$ cat config.mk
export PLATFORM = sky130hd
export DESIGN_NAME = mux_8_2_1_sequencer
export DESIGN_NICKNAME = d
export VERILOG_FILES = /design/src/rtl/mux_8_2_1_sequencer.sv
export SDC_FILE = /design/constraint.sdc
export NUM_CORES = 1
export LEC_CHECK = 0
export BUFFER_PORTS_ARGS = -buffer_cell sky130_fd_sc_hd__buf_4
export CAP_MARGIN = 20
export CORE_ASPECT_RATIO = 1.2
export CORE_MARGIN = 1.5
export CORE_UTILIZATION = 30
export DETAILED_ROUTE_END_ITERATION = 8
export GPL_TIMING_DRIVEN = 0
export REMOVE_ABC_BUFFERS = 1
export SYNTH_ARGS = -nofsm -noshare
export SYNTH_HDL_FRONTEND = slang
export SYNTH_SLANG_ARGS = --single-unit
$ cat constraint.sdc
create_clock -name clk_i -period 3.37 [get_ports clk_i]
set_input_delay 0.674 -clock clk_i [delete_from_list [all_inputs] [get_ports clk_i]]
set_output_delay 0.674 -clock clk_i [all_outputs]
set_load 0.005 [all_outputs]
$ cat src/rtl/mux_8_2_1_sequencer.sv
// Feeds an 8:1 mux with a held word, walks its select at a programmable bit rate and
// serializes the mux output, flagging any sampled bit that differs from the held word.
module mux_8_2_1_sequencer #(
  parameter int unsigned BIT_PERIOD = 1,
  parameter bit          MSB_FIRST  = 1'b0
) (
  input  logic       clk_i,
  input  logic       rst_ni,
  input  logic [7:0] data_in_i,
  input  logic       data_valid_i,
  output logic       data_ready_o,
  output logic [7:0] mux_in_o,
  output logic [2:0] mux_sel_o,
  input  logic       mux_out_i,
  output logic       ser_out_o,
  output logic       ser_valid_o,
  output logic       frame_done_o,
  input  logic       err_clr_i,
  output logic       mismatch_err_o
);

  typedef enum logic [1:0] {StIdle, StShift, StDone} state_e;

  localparam logic [3:0] DivLast  = 4'(BIT_PERIOD - 1);
  localparam logic [2:0] FirstSel = MSB_FIRST ? 3'd7 : 3'd0;

  state_e     state_q, state_d;
  logic [7:0] mux_in_q, mux_in_d;
  logic [2:0] sel_q, sel_d;
  logic [2:0] idx_q, idx_d;
  logic [3:0] div_q, div_d;
  logic       ser_out_q, ser_out_d;
  logic       ser_valid_q, ser_valid_d;
  logic       err_q, err_d;

  logic accept, sample, mismatch;

  assign accept   = (state_q == StIdle) && data_valid_i;
  assign sample   = (state_q == StShift) && (div_q == DivLast);
  assign mismatch = sample && (mux_out_i != mux_in_q[sel_q]);

  always_ff @(posedge clk_i or negedge rst_ni) begin
    if (!rst_ni) begin
      state_q <= StIdle;
    end else begin
      state_q <= state_d;
    end
  end

  always_comb begin
    state_d = state_q;
    unique case (state_q)
      StIdle:  if (accept) state_d = StShift;
      StShift: if (sample && (idx_q == 3'd7)) state_d = StDone;
      StDone:  state_d = StIdle;
      default: state_d = StIdle;
    endcase
  end

  always_comb begin
    data_ready_o = (state_q == StIdle);
    frame_done_o = (state_q == StDone);
  end

  always_comb begin
    mux_in_d    = mux_in_q;
    sel_d       = sel_q;
    idx_d       = idx_q;
    div_d       = div_q;
    ser_out_d   = ser_out_q;
    ser_valid_d = 1'b0;
    if (accept) begin
      mux_in_d = data_in_i;
      sel_d    = FirstSel;
      idx_d    = 3'd0;
      div_d    = 4'd0;
    end else if (state_q == StShift) begin
      if (sample) begin
        ser_out_d   = mux_out_i;
        ser_valid_d = 1'b1;
        idx_d       = idx_q + 3'd1;
        div_d       = 4'd0;
        // Select parks on the last position once the final bit is taken.
        if (idx_q != 3'd7) sel_d = MSB_FIRST ? sel_q - 3'd1 : sel_q + 3'd1;
      end else begin
        div_d = div_q + 4'd1;
      end
    end
    // A fresh mismatch beats a coincident clear.
    if (mismatch) err_d = 1'b1;
    else if (err_clr_i) err_d = 1'b0;
    else err_d = err_q;
  end

  always_ff @(posedge clk_i or negedge rst_ni) begin
    if (!rst_ni) begin
      mux_in_q    <= 8'h00;
      sel_q       <= 3'b000;
      idx_q       <= 3'd0;
      div_q       <= 4'd0;
      ser_out_q   <= 1'b0;
      ser_valid_q <= 1'b0;
      err_q       <= 1'b0;
    end else begin
      mux_in_q    <= mux_in_d;
      sel_q       <= sel_d;
      idx_q       <= idx_d;
      div_q       <= div_d;
      ser_out_q   <= ser_out_d;
      ser_valid_q <= ser_valid_d;
      err_q       <= err_d;
    end
  end

  assign mux_in_o       = mux_in_q;
  assign mux_sel_o      = sel_q;
  assign ser_out_o      = ser_out_q;
  assign ser_valid_o    = ser_valid_q;
  assign mismatch_err_o = err_q;

endmodule

=== Yosys cells after proc, flatten, opt, wreduce, memory -nomap -nowiden ===
Index checks and enable logic that the tools add are counted.

* Add/subtract/negate cells: 3
* Magnitude comparators: 1
* Shifts and indexed selects: 0
* Equality and inequality tests: 7
* Reductions and logical operators: 14
* Divide/modulo/power cells: 0
* Multiply operators: 0
* Muxes and demuxes: 20
* Bitwise logic cells: 1

{| class="wikitable"
|+ Operator list
! kind !! count
|-
| 3-bit two-way mux || 7
|-
| 4-bit two-way mux || 3
|-
| 2-bit nonzero test || 4
|-
| 3-bit by 1-bit adder with 3-bit output, second input constant || 2
|-
| 1-bit two-way mux || 6
|-
| 3-bit AND reduction || 2
|-
| 4-bit by 1-bit adder with 4-bit output, second input constant || 1
|-
| 1-bit logical AND || 4
|-
| 4-bit zero test || 1
|-
| 3-bit by 4-bit less-than comparator with 1-bit output, second input constant || 1
|-
| 2-bit two-way mux || 2
|-
| 2-bit case mux with 2 select lines || 1
|-
| 2-bit AND reduction || 2
|-
| 1-bit binary-select mux with 3-bit select || 1
|-
| 3-bit equality test, second input constant || 1
|-
| 3-bit inequality test, second input constant || 1
|-
| 2-bit by 1-bit equality test with 1-bit output, second input constant || 1
|-
| 2-bit equality test, second input constant || 1
|-
| 2-bit zero test || 1
|-
| 2-bit by 1-bit inequality test with 1-bit output, second input constant || 1
|-
| 2-bit inequality test, second input constant || 1
|-
| 1-bit inequality test || 1
|-
| 1-bit NOT || 1
|}

* Latch bits: 0
* ROM bits: 0
* Bits in registers: 23
* Bits in writable memories: 0
* Memories: 0
* Word-level logic and storage cells: 54

=== Logic depth before layout (Yosys ltp) ===
Gate-level depths: netlist of the first run.

* Word-level depth: 5
* Mapped depth: 7
* Depth with buffers taken out: 7

=== Worst setup path before layout of the first run ===
Ideal clock, no wire load.

* Path type: reg-to-reg
* Start: reg div_q[0]
* End: reg sel_q[1], in the netlist mux_sel_o[1]
* Data arrival time: 1.435 ns
* Stages on the path, launching flop included: 7
* Setup slack: 1.802 ns
* Path buffers: 0
* Period minus slack after synthesis: 1.568 ns
* Required time: 3.237 ns
* Setup time: 0.133 ns
* Cells stage by stage: dfrtp_1 > inv_1 > ha_1 > or3b_4 > nor3_4 > mux2i_1 > nor2_1

* Word-level cells in the longest chain between the ends: 4

{| class="wikitable"
|+ RTL lines
! what !! line !! RTL
|-
| start: declaration || 31 || <nowiki>logic [3:0] div_q, div_d;</nowiki>
|-
| start signal: assignment || 108 || <nowiki>div_q <= div_d;</nowiki>
|-
| 4-bit zero test || 39 || <nowiki>assign sample = (state_q == StShift) && (div_q == DivLast);</nowiki>
|-
| 1-bit logical AND || 39 ||
|-
| 2-bit nonzero test (no source line) || - ||
|-
| 3-bit AND reduction (no source line) || - ||
|-
| end signal: assignment || 106 || <nowiki>sel_q <= sel_d;</nowiki>
|-
| end: declaration || 29 || <nowiki>logic [2:0] sel_q, sel_d;</nowiki>
|}

Every way passes these cells.
A chain may end at the register's enable or synchronous reset.

=== Worst setup path after layout of the first run ===
* Start: reg state_q[1]
* End: out data_ready_o

* Word-level cells in the longest chain between the ends: 1

{| class="wikitable"
|+ RTL lines
! what !! line !! RTL
|-
| start: declaration || 27 || <nowiki>state_e state_q, state_d;</nowiki>
|-
| start signal: assignment || 44 || <nowiki>state_q <= StIdle;</nowiki>
|-
| start signal: assignment || 46 || <nowiki>state_q <= state_d;</nowiki>
|-
| 2-bit zero test || 61 || <nowiki>data_ready_o = (state_q == StIdle);</nowiki>
|-
| end: declaration || 11 || <nowiki>output logic data_ready_o,</nowiki>
|}

Every way passes these cells.

==> impl_results.md, run 1 <==
* Required time of the critical path at 2700 ps
* Mapped Cells at 108
* CTS max path bufs at 2
* Worst Path Arrival at 1050 ps
* Slew @ Worst Pin at 403 ps
* Clock Skew at 3.65 ps
* CTS tree: built
* I/O Buffers at 28
* Number of register bits inferred by synthesis at 23
* CTS Buf Count at 3
* Pin count of the biggest net entering global routing at 24
* Slowest Stage Delay on Critical Path at 460 ps
* RSZ-0062 raised after global routing: false
* Post-cts sizing count at 0
* Slowest cell on crit path: dfrtp_1
* Post-synth top flop: dfrtp_1
* Vias per cell at 4.90
* Routed wire per std cell at 12.8 um
* Slew HR at 73.1%
* Tot Pwr at 0.00121 W
* Status: finished, final reports clean
* Core ar. at 0.00342 mm^2
* Fill count at 345
* Commonest cells post-synth: nand2_1, dfrtp_1, ha_1, inv_1
* Synth unique cells at 28
* Vias in the first global route at 875
* Worst hold slack at 286 ps
* Placement row count at 23
* Max cap viols at 0
* Setup violations, final at 0
* Tcrit/Tclk final at 51.2%
* Sequential cell area fraction in the yosys report at 52.2%
* Chip height at 69.4 um
* Worst setup EP type: primary output
* Layout cells sized above 1 at 26.1%
* Clock-pin transition on the worst setup and hold timing paths at 80 ps
* CTS H-tree depth at 1
* Via count at 858
* First-pass iteration count of the detailed router at 4
* Ports at 29
* DIE AREA at 0.00405 mm^2
* RePlAce Congestion at 0.761
* Worst-path cell chain: nor2_1, buf_4
* Area share of the largest cell type after synthesis at 52.2%
* Hold_buf cts at 0
* Final Hold Viols at 0
* Power Density at 863 mW/mm^2
* Final WL at 2.24 mm
* Fin crit period at 1720 ps
* Pins Over Slew Limit at 0
* Routed Antenna Nets at 0
* Total GRT Usage at 12.4%
* Synth warnings at 0
* Initial DRC count at 35
* Root buffer cell: clkbuf_8
* Mapped cell area at 0.00110 mm^2
* DRC viols at 0
* Total gr overflow at 0
* Peak VDD IR at 0.376 mV
* Main area contributors after synthesis: dfrtp_1, nand2_1, ha_1, mux4_1, mux2i_1
* Global-route wire length before repair at 3.90 mm
* Initial antenna violation count at 0
* Area Growth Syn to Fin at 26.8%
* Worst Path Max Fanout at 8
* Post-synth EDFFs at 0
* Highest clock rate at 580 MHz
* Average size of a mapped cell at 10.2 um^2
* Die W at 58.3 um
* Most frequent cell after synthesis: nand2_1
* N_diodes at 0
* Setup_tns at 0 ps
* Clock Sinks at 23
* Worst min path class: in2async
* Worst skew pair latency at 260 ps
* Core Util, Final at 40.8%
* Cell taking the most area after synthesis: dfrtp_1
* Final #Nets at 157
* # Post-CTS Setup Buffers at 0
* Reg area at 576 um^2
* Pleak at 0.719 nW
* Initial Utilization at 32.2%
* Detail Placement HPWL at 1.65 mm
* Area of the multi-input gates at 500 um^2
* Startpoint types: register
* CP Class: reg2out
* Post-synth ARST share at 100%
-- final timing paths --
kind	start	end	slack [ps]	cells after the start
worst max-delay path	state_q[1]	data_ready_o	1650	2
worst min-delay path	rst_ni	div_q[0]	290	1
worst max register to register	div_q[0]	mux_sel_o[1]	1680	6
worst min register to register	ser_out_o	ser_out_o	490	2
max in group asynchronous	rst_ni	idx_q[0]	2860	1
min in group clk_i	ser_out_o	ser_out_o	490	2
-- state kept, by name, summed over array words and instances (netlist names) --
register and count:
div_q 4, idx_q 3, mismatch_err_o 1, mux_in_o 8, mux_sel_o 3, ser_out_o 1
ser_valid_o 1, state_q 2
-- power breakdown --
group	switching [W]	total, W	leakage [nW]	internal (W)
Clock	0.0000863	0.000169	0.0255	0.0000825
Combinational	0.000227	0.000516	0.407	0.000289
Sequential	0.000118	0.000521	0.286	0.000402
Total	0.000432	0.00121	0.719	0.000774
-- metrics by stage --
stage | instance area, um^2 | setup slack [ps] | instances
detailed placement | 1350 | 1700 | 171
global route | 1400 | 1580 | 175
floorplan | 1090 | 1800 | 106
finish | 1400 | 1650 | 175
global placement | 1350 | 1720 | 171
CTS | 1400 | 1620 | 175
-- routing by layer --
| layer | global-route usage [%] | wire length (um) | vias up |
|---|---|---|---|
| met1 | 16.2 | 1010 | 406 |
| met5 | 0 | 0 | - |
| li1 | - | - | 416 |
| met4 | 5.43 | 38 | 0 |
| met2 | 19.1 | 1050 | 31 |
| met3 | 2.99 | 146 | 5 |
-- area by class of cell --
cell class | count | share of cell area (%)
clock buffers | 3 | 2.95
clock inverters | 1 | 0.358
inverters | 5 | 1.34
multi-input cells | 78 | 35.8
flip-flops and latches | 23 | 41.2
well taps | 37 | 3.31
repair buffers | 28 | 15.0
-- cell families after synthesis --
kind of cell / Yosys count / share of synthesized area (%)
compound gates: 9 / 5.11
xor+xnor: 3 / 2.38
fa+ha+maj: 5 / 5.68
buf+inv: 7 / 2.38
flops: 23 / 52.2
mux: 5 / 7.49
simple gates: 56 / 24.7
-- critical path: cells and delay by family (launching register included) --
family	cells	cell delay (ps)
DFF	1	460
and+or+nand+nor	1	190
buffers and inverters	1	140
-- placed cells by master, fill, tap and decap left out, types with 3 or more instances in the layout --
cell / instances
nand2_1: 37
mux2i_1: 3
clkbuf_8: 3
inv_1: 5
dfrtp_1: 23
ha_1: 5
o21ai_0: 3
nand3_1: 4
nor2_1: 4
buf_4: 28
No activity file was read; power rests on OpenSTA's default activity.
==> run 2: changes to the inputs <==
ABC_AREA = 1   (was unset)
clock period = 1.4 ns   (was 3.37 ns; I/O delays follow)
==> run 2 against run 1 <==
Sequential cell count did not move; count of clock-buffer cells in the layout increased by 1; final area increased by 8.1%; synthesized cell count up 19%; clock power rose by 140%; via count is 9.7% higher; die area rose by 3.4%; combinational power rose to 3.0 times the previous value; hold slack worse by 68 ps; sequential power up 120%; first-iteration DRC count grew 2.9%; critical endpoint is now idx_q[0]; largest cell class unchanged; highest routed layer unchanged.
==> impl_results.md, run 2 <==
* Status: finished, final reports clean
* CTS tree: built
* Main area contributors after synthesis: dfrtp_1, nand2_1, inv_1, ha_1, nand3_1
* CTS Buf Count at 3 (unchanged)
* RR Startpoint: div_q[1]
* Setup slack, reg-to-reg at 40 ps (-1640 ps)
* Mapped cell area at 0.00114 mm^2 (+3.5%)
* CP delay by family, top: flip-flops
* Area Growth Syn to Fin at 32.5%
* Average size of a mapped cell at 8.85 um^2 (-13%)
* CTS max path bufs at 2 (unchanged)
* Crit path launch: div_q[1]
* Total gr overflow at 0 (unchanged)
* Global-route wire length before repair at 4.08 mm (+4.6%)
* Buffers & Inverters on Critical Path at 1 (unchanged)
* Via count at 941 (+9.7%)
* Ports at 29 (unchanged)
* Clock Sinks at 23 (unchanged)
* RePlAce Congestion at 0.726 (-4.6%)
* I/O Buffers at 28 (unchanged)
* Die W at 59.3 um (+1.7%)
* Commonest cells post-synth: nand2_1, dfrtp_1, inv_1
* Number of register bits inferred by synthesis at 23 (unchanged)
* Synth warnings at 0 (unchanged)
* Routed Antenna Nets at 0 (unchanged)
* Power Density at 2040 mW/mm^2 (+140%)
* Hold EP: mux_in_o[2]
* WHS Path Cells at 3
* Final WL at 2.40 mm (+7.1%)
* Vias per cell at 4.34 (-12%)
* Mapped Cells at 129 (+19%)
* N_diodes at 0 (unchanged)
* Slowest cell on crit path: dfrtp_1
* Placement row count at 24 (+4.3%)
* Final Hold Viols at 0 (unchanged)
* Initial Utilization at 31.4% (-0.78 points)
* Initial DRC count at 36 (+2.9%)
* Min-delay src: data_in_i[2]
* Most frequent cell after synthesis: nand2_1
* Fin crit period at 1360 ps
* Worst min path class: in2reg
* Root buffer cell: clkbuf_8
* Setup violations, final at 0 (unchanged)
* Setup_tns at 0 ps (unchanged)
* Core ar. at 0.00363 mm^2 (+6.1%)
* Post-synth EDFFs at 0 (unchanged)
* Layout cells sized above 1 at 32.1% (+6.0 points)
* Area share of the largest cell type after synthesis at 50.4% (-1.8 points)
* Slowest Stage Delay on Critical Path at 400 ps (-60 ps)
* Post-synth ARST share at 100% (unchanged)
* Slew @ Worst Pin at 307 ps (-96.3 ps)
* Total GRT Usage at 12.5% (+0.095 points)
* Initial antenna violation count at 0 (unchanged)
* Post-route setup slack at 36.9 ps (-1610 ps)
* Vias in the first global route at 941 (+7.5%)
* Leading cell types in the layout, fill and taps excluded: buf_4, nand2_1, dfrtp_1
* First-pass iteration count of the detailed router at 4 (unchanged)
* Worst Path Max Fanout at 5 (-3)
* DIE AREA at 0.00418 mm^2 (+3.4%)
* Synth unique cells at 20 (-29%)
* Slew HR at 79.5% (+6.4 points)
* Fill count at 376 (+9.0%)
* Worst hold slack at 218 ps (-68.0 ps)
* Worst skew pair latency at 260 ps (about the same)
* Pins Over Slew Limit at 0 (unchanged)
* Peak VDD IR at 0.669 mV (+78%)
* Pin count of the biggest net entering global routing at 24 (unchanged)
* Post-synth top flop: dfrtp_1
* Chip height at 70.6 um (+1.7%)
* Clock-pin transition on the worst setup and hold timing paths at 80 ps (about the same)
* Sequential cell area fraction in the yosys report at 50.4% (-1.8 points)
* CP Class: reg2reg
* Worst r2r path cells at 6 (unchanged)
* Startpoint types: register
* DP Worst Slack at -8.83 ps (-1700 ps)
* DRC viols at 0 (unchanged)
* Routed wire per std cell at 11.0 um (-14%)
* Area after DPL at 0.00141 mm^2 (+4.4%)
* Max cap viols at 0 (unchanged)
* Highest clock rate at 734 MHz
* Worst-path cell chain: inv_1, ha_2, nand2_2, nor2_8, nor2_4, mux2_4
* Worst setup EP type: register
* Fin area at 0.00151 mm^2 (+8.1%)
* Max reg flops at 8 (unchanged)
* Commonest non-fill, non-tap cell in the layout: buf_4
* FF-to-FF End: idx_q[0]
* Clock Skew at 5.94 ps (+2.28 ps)
* Cell taking the most area after synthesis: dfrtp_1
* Tcrit/Tclk final at 97.4%
* CTS H-tree depth at 1 (unchanged)
* Detail Placement HPWL at 1.79 mm (+8.5%)
* Worst Path Arrival at 1510 ps (+460 ps)
* Required time of the critical path at 1550 ps (-1150 ps)
* Final #Nets at 184 (+17%)
* Pleak at 0.788 nW (+9.7%)
[run 2: kinds of logic (layout without fill, tap and decap cells)]
kind of cell,after synthesis,count (layout),synth area share (%)
compound gates,17,17,8.66
xor+xnor,1,1,0.768
buf+inv,21,57,7.24
flops,23,23,50.4
mux,1,1,1.32
simple gates,61,61,26.1
fa+ha+maj,5,5,5.48
[run 2: how the worst max path moves through the flow]
stage                           to  depth (start not counted)
after global routing      idx_q[0]                          6
final                     idx_q[0]                          6
after detailed placement  idx_q[0]                          6
after CTS                 idx_q[0]                          6
after global placement    idx_q[0]                          6
after floorplan           idx_q[0]                          6
[run 2: cell type report]
type                            count  area (um^2)  area share (%)
Sequential cell                    23          576            38.1
Multi-Input combinational cell     85          485            32.1
Timing Repair Buffer               33          263            17.4
Inverter                           20         77.6            5.13
Tap cell                           52         65.1            4.30
Clock buffer                        4         45.0            2.98
[run 2: through the flow]
stage	utilization, %	cells	total power, W
after floorplan	-	128	0.00204
final	41.6	217	0.00308
after global routing	41.6	217	0.00338
after detailed placement	38.8	208	0.00263
after CTS	41.4	216	0.00312
after global placement	38.8	208	0.00258
[run 2: report_power, final]
group	switching (W)	leakage, nW	internal, W
Sequential	0.000201	0.286	0.000933
Combinational	0.000772	0.480	0.000762
Clock	0.000206	0.0228	0.000203
[run 2: layer usage]
layer | track usage (%) | up-vias | wire, um
met2 | 22.5 | 17 | 1260
met3 | 2.38 | 5 | 80
met4 | 4.55 | 0 | 39
met1 | 14.2 | 440 | 1010
li1 | - | 479 | -
met5 | 0 | - | 0
[run 2: what timing repair did]
item,in CTS,in global routing
endpoints found under the setup margin,1,1
hold buffers,1,0
endpoints found under the hold margin,23,0
cloned,0,0
buffers inserted,3,1
gates resized for setup,1,0
pin swaps,1,1
[run 2: tightest hold or removal path: cells and delay by family]
kind | cells | cell delay [ps]
buf+inv | 1 | 70
compound gates | 1 | 60
simple gates | 1 | 40
